[src/rtl/rowbias_shuffler.sv]
// rowbias_shuffler: one-hot row bias pool with LFSR-driven Fisher-Yates reshuffle
module rowbias_shuffler #(
  parameter int W = 8,
  parameter int LFSR_W = 16,
  parameter logic [LFSR_W-1:0] SEED = 16'hACE1,
  parameter logic [LFSR_W-1:0] TAPS = 16'hB400
) (
  input  logic              clock,
  input  logic              reset,
  input  logic              seed_load,
  input  logic [LFSR_W-1:0] seed_value,
  input  logic              shuffle_req,
  output logic              shuffle_busy,
  output logic              shuffle_done,
  input  logic              update,
  input  logic [W-1:0]      rqindex,
  output logic [W-1:0]      busvalue
);
  localparam int IW = $clog2(W);
  typedef enum logic {IDLE, SHUFFLE} state_t;
  state_t state, state_next;
  logic [W-1:0] pool [W];
  logic [LFSR_W-1:0] lfsr, lfsr_adv;
  logic [IW-1:0] i_cnt, j;
  logic accept, last_step;
  logic [W-1:0] lookup, pool_i, pool_j;
  always_comb begin
    j = lfsr[IW-1:0];
    accept = j <= i_cnt;
    last_step = state == SHUFFLE && accept && i_cnt == IW'(1);
    lfsr_adv = lfsr[0] ? (lfsr >> 1) ^ TAPS : lfsr >> 1;
    state_next = last_step ? IDLE :
                 (state == IDLE && shuffle_req && !seed_load) ? SHUFFLE : state;
  end
  // Descending scan so the lowest set request bit wins
  always_comb begin
    lookup = '0;
    pool_i = '0;
    pool_j = '0;
    for (int k = W - 1; k >= 0; k--) begin
      if (rqindex[k]) lookup = pool[k];
      if (IW'(k) == i_cnt) pool_i = pool[k];
      if (IW'(k) == j) pool_j = pool[k];
    end
  end
  assign shuffle_busy = state == SHUFFLE;
  always_ff @(posedge clock or negedge reset)
    if (!reset) state <= IDLE;
    else state <= state_next;
  always_ff @(posedge clock or negedge reset) begin
    if (!reset) begin
      for (int k = 0; k < W; k++) pool[k] <= W'(1) << k;
      lfsr <= SEED;
      busvalue <= '0;
      shuffle_done <= 1'b0;
      i_cnt <= IW'(W - 1);
    end else begin
      shuffle_done <= last_step;
      if (state == IDLE) begin
        if (seed_load) lfsr <= (seed_value == '0) ? SEED : seed_value;
        else if (shuffle_req) i_cnt <= IW'(W - 1);
        if (update) busvalue <= lookup;
      end else begin
        lfsr <= lfsr_adv;
        if (accept) begin
          i_cnt <= i_cnt - IW'(1);
          for (int k = 0; k < W; k++)
            if (IW'(k) == i_cnt) pool[k] <= pool_j;
            else if (IW'(k) == j) pool[k] <= pool_i;
        end
      end
    end
  end
endmodule

[config.mk]
export PLATFORM = sky130hd
export DESIGN_NAME = rowbias_shuffler
export DESIGN_NICKNAME = d
export VERILOG_FILES = /design/src/rtl/rowbias_shuffler.sv
export SDC_FILE = /design/constraint.sdc
export NUM_CORES = 1
export LEC_CHECK = 0
export ABC_AREA = 1
export BUFFER_PORTS_ARGS = -buffer_cell sky130_fd_sc_hd__clkbuf_2
export CAP_MARGIN = 40
export CORE_AREA = 5 5 124 126
export DETAILED_ROUTE_END_ITERATION = 6
export DIE_AREA = 0 0 129 131
export HOLD_SLACK_MARGIN = 0.05
export PLACE_DENSITY = 0.72
export SLEW_MARGIN = 20
export SYNTH_ARGS = -nofsm -noshare
export SYNTH_HDL_FRONTEND = slang
export SYNTH_SLANG_ARGS = --single-unit
export TNS_END_PERCENT = 10
[constraint.sdc]
create_clock -name clock -period 2.2 [get_ports clock]
set_clock_uncertainty 0.2 [all_clocks]
set_input_delay 0.44 -clock clock [delete_from_list [all_inputs] [get_ports clock]]
set_output_delay 0.44 -clock clock [all_outputs]
set_load 0.005 [all_outputs]
# After elaboration in Yosys (flattened, before gate mapping)
# Index checks and enable logic that the tools add are counted.
classes:
  n_lt_le_gt_ge: 1
  n_addsub: 1
  muxes: 50
  n_eq_ne: 17
  n_reduce_logical: 29
  bitwise: 2
ops:
  columns: ["op", "n"]
  rows:
  - ["2-to-1 mux 8 bit", 40]
  - ["2-to-1 mux 16 bit", 4]
  - ["AND reduction 3 bit", 9]
  - ["== test 3 bit (first input constant)", 8]
  - ["nonzero test 2 bit", 11]
  - ["logical NOT 16 bit", 1]
  - ["== test 2 x 3 -> 1 bit (first input constant)", 4]
  - ["2-to-1 mux 3 bit", 4]
  - ["== test 1 x 3 -> 1 bit (first input constant)", 2]
  - ["logical NOT 3 bit", 2]
  - ["logical AND 1 bit", 4]
  - ["!= test 2 x 1 -> 1 bit (second input constant)", 2]
  - ["inverter 3 -> 4 bit", 1]
  - ["== test 3 x 1 -> 1 bit (second input constant)", 1]
  - ["less-or-equal comparator 3 bit", 1]
  - ["subtractor 3 x 1 -> 3 bit (second input constant)", 1]
  - ["2-to-1 mux 1 bit", 2]
  - ["AND reduction 2 bit", 1]
  - ["logical NOT 1 bit", 1]
  - ["inverter 1 bit", 1]
totals:
  output_inout_bits: 10
  ff_bits: 93
  word_cells: 113

# Logic depth before layout (Yosys ltp)
depth:
  ltp_word: 11
  depth_mapped: 15

# Least setup slack after synthesis
# Ideal clock, no wire load.
synth_timing:
  path_type: "register to register"
  from: "reg lfsr[0]"
  to: "reg pool[57] (netlist name)"
  stages_incl_launch_ff: 13
  required_ns: 1.883
  setup_ns: 0.117
  path_slack_ns: -0.197
  path_buffers: 3
  arrival_ns: 2.080
  path_cell_list: "dfstp_2 buf_4 inv_2 buf_4 ha_1 nand3_1 nand2_1 nand2_1 buf_2 a21oi_2 inv_1 nand2_1 nand2_1"
synth_via:
  elab_chain_cells: 10
  elab_cells_between_ends: 20
synth_lines:
  columns: ["item", "line", "rtl"]
  rows:
  - ["start: declaration", "23", "logic [LFSR_W-1:0] lfsr, lfsr_adv;"]
  - ["start signal: assignment", "60", "if (seed_load) lfsr <= (seed_value == '0) ? SEED : seed_value;"]
  - ["start signal: assignment", "64", "lfsr <= lfsr_adv;"]
  - ["== test 3 bit", "43", "if (IW'(k) == j) pool_j = pool[k];"]
  - ["2-to-1 mux 8 bit (8 in a row)", "43", null]
  - ["2-to-1 mux 8 bit", "68", "if (IW'(k) == i_cnt) pool[k] <= pool_j;"]
  - ["end signal: indexed assignment", "68", null]
  - ["end signal: indexed assignment", "69", "else if (IW'(k) == j) pool[k] <= pool_i;"]
  - ["end: declaration", "22", "logic [W-1:0] pool [W];"]
# Parallel ways exist; a longest one is shown, timed or not.
# A chain may end at the register's enable or synchronous reset.

# Final worst setup path
layout_timing:
  from: "reg i_cnt[1]"
  to: "reg pool[26] (netlist name)"
layout_via:
  elab_chain_cells: 11
  elab_cells_between_ends: 21
layout_lines:
  columns: ["item", "line", "rtl"]
  rows:
  - ["start: declaration", "24", "logic [IW-1:0] i_cnt, j;"]
  - ["start signal: assignment", "56", "i_cnt <= IW'(W - 1);"]
  - ["start signal: assignment", "61", "else if (shuffle_req) i_cnt <= IW'(W - 1);"]
  - ["start signal: assignment", "66", "i_cnt <= i_cnt - IW'(1);"]
  - ["== test 3 bit", "42", "if (IW'(k) == i_cnt) pool_i = pool[k];"]
  - ["2-to-1 mux 8 bit (8 in a row)", "42", null]
  - ["2-to-1 mux 8 bit", "69", null]
  - ["2-to-1 mux 8 bit", "68", null]
# Parallel ways exist; a longest one is shown, timed or not. The select of a mux whose other input is x is not followed.

==> flow_summary.json <==
{
  "r2r_end": "pool[26]",
  "hold_path_class": "in -> reg",
  "antenna_found_initial": 0,
  "setup_ws_ps": -69.93,
  "ys_top_cells_by_count": "502 x nand2_1, 137 x inv_1, 132 x nand3_1",
  "synth_top_area_share_pct": 27.28,
  "synth-edff-count": 0,
  "crit_chain": "inv_4 > ha_4 > nand2_4 > clkinvlp_4 > nand2_1 > nand2_1 > inv_1 > nand2_1 > nand2_2 > nand2_2 > nand2_4 > nand3_1 > nand2_2 > nand2_1",
  "violations": "negative setup slack",
  "dpl_worst_slack_ps": -206.3,
  "path_class": "reg -> reg",
  "portBuffers": 38,
  "worst-path-max-fanout": 8,
  "ant_nets": 0,
  "drcViolationCount": 0,
  "slowest_stage": "dfstp_2",
  "fin_crit_sh_pct": 103.2,
  "nets": 1296,
  "min_from": "seed_value[8]",
  "synth_area_leaders": "nand2_1 27%, dfrtp_1 27%, nand3_1 9.6%",
  "finalCriticalPeriod_ps": 2270,
  "hold_slack_ps": 99.60,
  "leakage_nw": 4.934,
  "fillers": 1354,
  "drive_gt1_share_pct": 23.97,
  "ios": 39,
  "routed-via-count": 8070,
  "grt_pass1_vias": 7540,
  "cp-end-kind": "flip-flop",
  "synth_area_sq_mm": 0.006907,
  "async_flop_share_pct": 100.0,
  "start_kind": "flip-flop",
  "numCtsBuffers": 9,
  "yosysMostFrequentCell": "nand2_1",
  "tightest_slew_ps": 482.0,
  "reg2reg_depth": 14,
  "powerDensity_mw_per_mm2": 1659,
  "grt_max_degree": 49,
  "die_h_um": 131,
  "wirelength_um": 25450,
  "worst_ir_drop_vdd_mv": 0.8086,
  "die_w_um": 129,
  "rsz0062_at_grt": "true",
  "grt_pass1_wl_um": 40490,
  "grt_overflow_total": 0,
  "vias_per_cell": 5.573,
  "setup_violations": 42,
  "die_area_sq_mm": 0.01690,
  "status": "finished with violations",
  "synth_seq_area_share_pct": 34.04,
  "min_to": "lfsr[8]",
  "finalHoldViolCount": 0,
  "clockBufferDepth": 2,
  "synth_fp_nets": 1176,
  "fmax_mhz": 440.5,
  "cts_root_buffer": "clkbuf_16",
  "clkLatencyLatePin_ps": 360,
  "slew_viol_final": 0,
  "cts.clk_slew.worst_paths_ps": 70,
  "syn2layout_area_growth_pct": 28.44,
  "dpl_cell_area_sq_mm": 0.008013,
  "r2r_setup_slack_ps": -70,
  "reg2reg_from": "i_cnt[1]",
  "grt.total_usage_pct": 30.81,
  "cp.buffers_inverters": 3,
  "rows": 44,
  "hpwlAfterDp_um": 18900,
  "cts_tree": "done",
  "holdPathStages": 3,
  "power.total_mw": 14.71,
  "synth_area_leader_cell": "nand2_1",
  "crit_path_frequent_cell": "nand2_1",
  "relSlewSlack_pct": 67.53,
  "drt_pass1_iterations": 5,
  "cpPeakStageDelay_ps": 610,
  "cp.required_ps": 2260,
  "synth_flop_cell": "dfrtp_1",
  "ys_seq_elements": 93,
  "wl_per_cell_um": 17.58,
  "num_antenna_cells": 0,
  "synth.distinct_cells": 33,
  "synthCells": 1139,
  "drt_first_iter_violations": 1038,
  "critical-path-top-delay-family": "simple AND/OR/NAND/NOR gates",
  "clkSinkCount": 93,
  "design_area_sq_mm": 0.008871,
  "maxCapViolations": 0,
  "cp.arrival_ps": 2330,
  "synth.avg_cell_area_sq_um": 6.064,
  "gp_congestion": 1.018,
  "core_sq_mm": 0.01420,
  "htreeDepth": 3,
  "yosys_warnings": 0,
  "initial_utilization_pct": 48.63
}
==> timing repair <==
action,CTS,global route
setup buffers,8,3
pin swaps,11,45
setup endpoints to repair,63,67
endpoints found under the hold margin,25,0
resized for setup,43,87
hold buffers,1,0
==> how the worst max path moves through the flow <==
stage,endpoint,cells after the start,startpoint
2_1_floorplan,pool[47],13,lfsr[0]
3_3_place_gp,pool[34],14,i_cnt[0]
3_5_place_dp,pool[34],14,i_cnt[0]
4_1_cts,pool[15],12,i_cnt[0]
5_1_grt,pool[26],14,i_cnt[0]
6_report,pool[26],14,i_cnt[1]
==> sequential cells by signal (all words and copies together), names as in the netlist <==
signal / count
pool: 64
lfsr: 16
busvalue: 8
i_cnt: 3
shuffle_busy: 1
shuffle_done: 1
==> through the flow <==
| stage | TNS [ps] | instances | util (%) |
|---|---|---|---|
| 6_report | -1314 | 1448 | 62.46 |
| 5_1_grt | -7712 | 1448 | 62.46 |
| 4_1_cts | -222.6 | 1445 | 60.18 |
| 3_5_place_dp | -7118 | 1420 | 56.41 |
| 3_3_place_gp | -3964 | 1420 | 56.41 |
| 2_1_floorplan | -123.6 | 1139 | - |
==> layout make-up <==
| type | instances | area, sq um | area share, % |
|---|---|---|---|
| tap | 184 | 230.2 | 2.595 |
| clock inverter | 5 | 42.54 | 0.4795 |
| inverter | 149 | 583.1 | 6.573 |
| multi-input combinational | 860 | 4243 | 47.83 |
| timing repair buffer | 146 | 1166 | 13.15 |
| sequential | 93 | 2354 | 26.53 |
| clock buffer | 11 | 252.7 | 2.849 |
==> report_power, final <==
| part | leakage, nW | switching, mW | internal, mW |
|---|---|---|---|
| Sequential | 1.15 | 0.721 | 2.56 |
| Clock | 0.142 | 0.731 | 0.839 |
| Combinational | 3.64 | 6.07 | 3.79 |
| Total | 4.93 | 7.53 | 7.19 |
==> layer usage <==
metal / global-route usage [%] / wire length, um / share of wire (%)
met2: 46.07 / 11110 / 44
met5: 0 / 0 / 0
met4: 12.17 / 888 / 3.5
met1: 42.25 / 10620 / 42
met3: 8.780 / 2830 / 11
==> placed cells by master, fill, tap and decap left out, drive strengths merged, types with 5 or more instances in the layout <==
cell / netlist / final
dfrtp: 74 / 74
nand3: 133 / 133
ha: 8 / 8
clkbuf: 20 / 48
inv: 148 / 146
nand2: 516 / 516
dfstp: 19 / 19
nor2: 52 / 52
buf: 17 / 108
nand4: 19 / 19
o21ai: 54 / 54
o221ai: 5 / 5
a21oi: 54 / 54
==> tightest hold or removal path, stage by stage <==
cell	delay, ps
clkbuf_2	90
nand2_1	50
nand2_1	50
==> cell families (layout without fill, tap and decap cells) <==
| family | after synthesis | count (layout) | share of synthesized area (%) |
|---|---|---|---|
| simple gates | 730 | 730 | 44.09 |
| buf+inv | 186 | 311 | 10.51 |
| compound gates | 119 | 119 | 9.529 |
| flops | 93 | 93 | 34.04 |
| fa+ha+maj | 8 | 8 | 1.449 |
| xor+xnor | 3 | 3 | 0.3805 |
(Power assumes the default switching activity.)
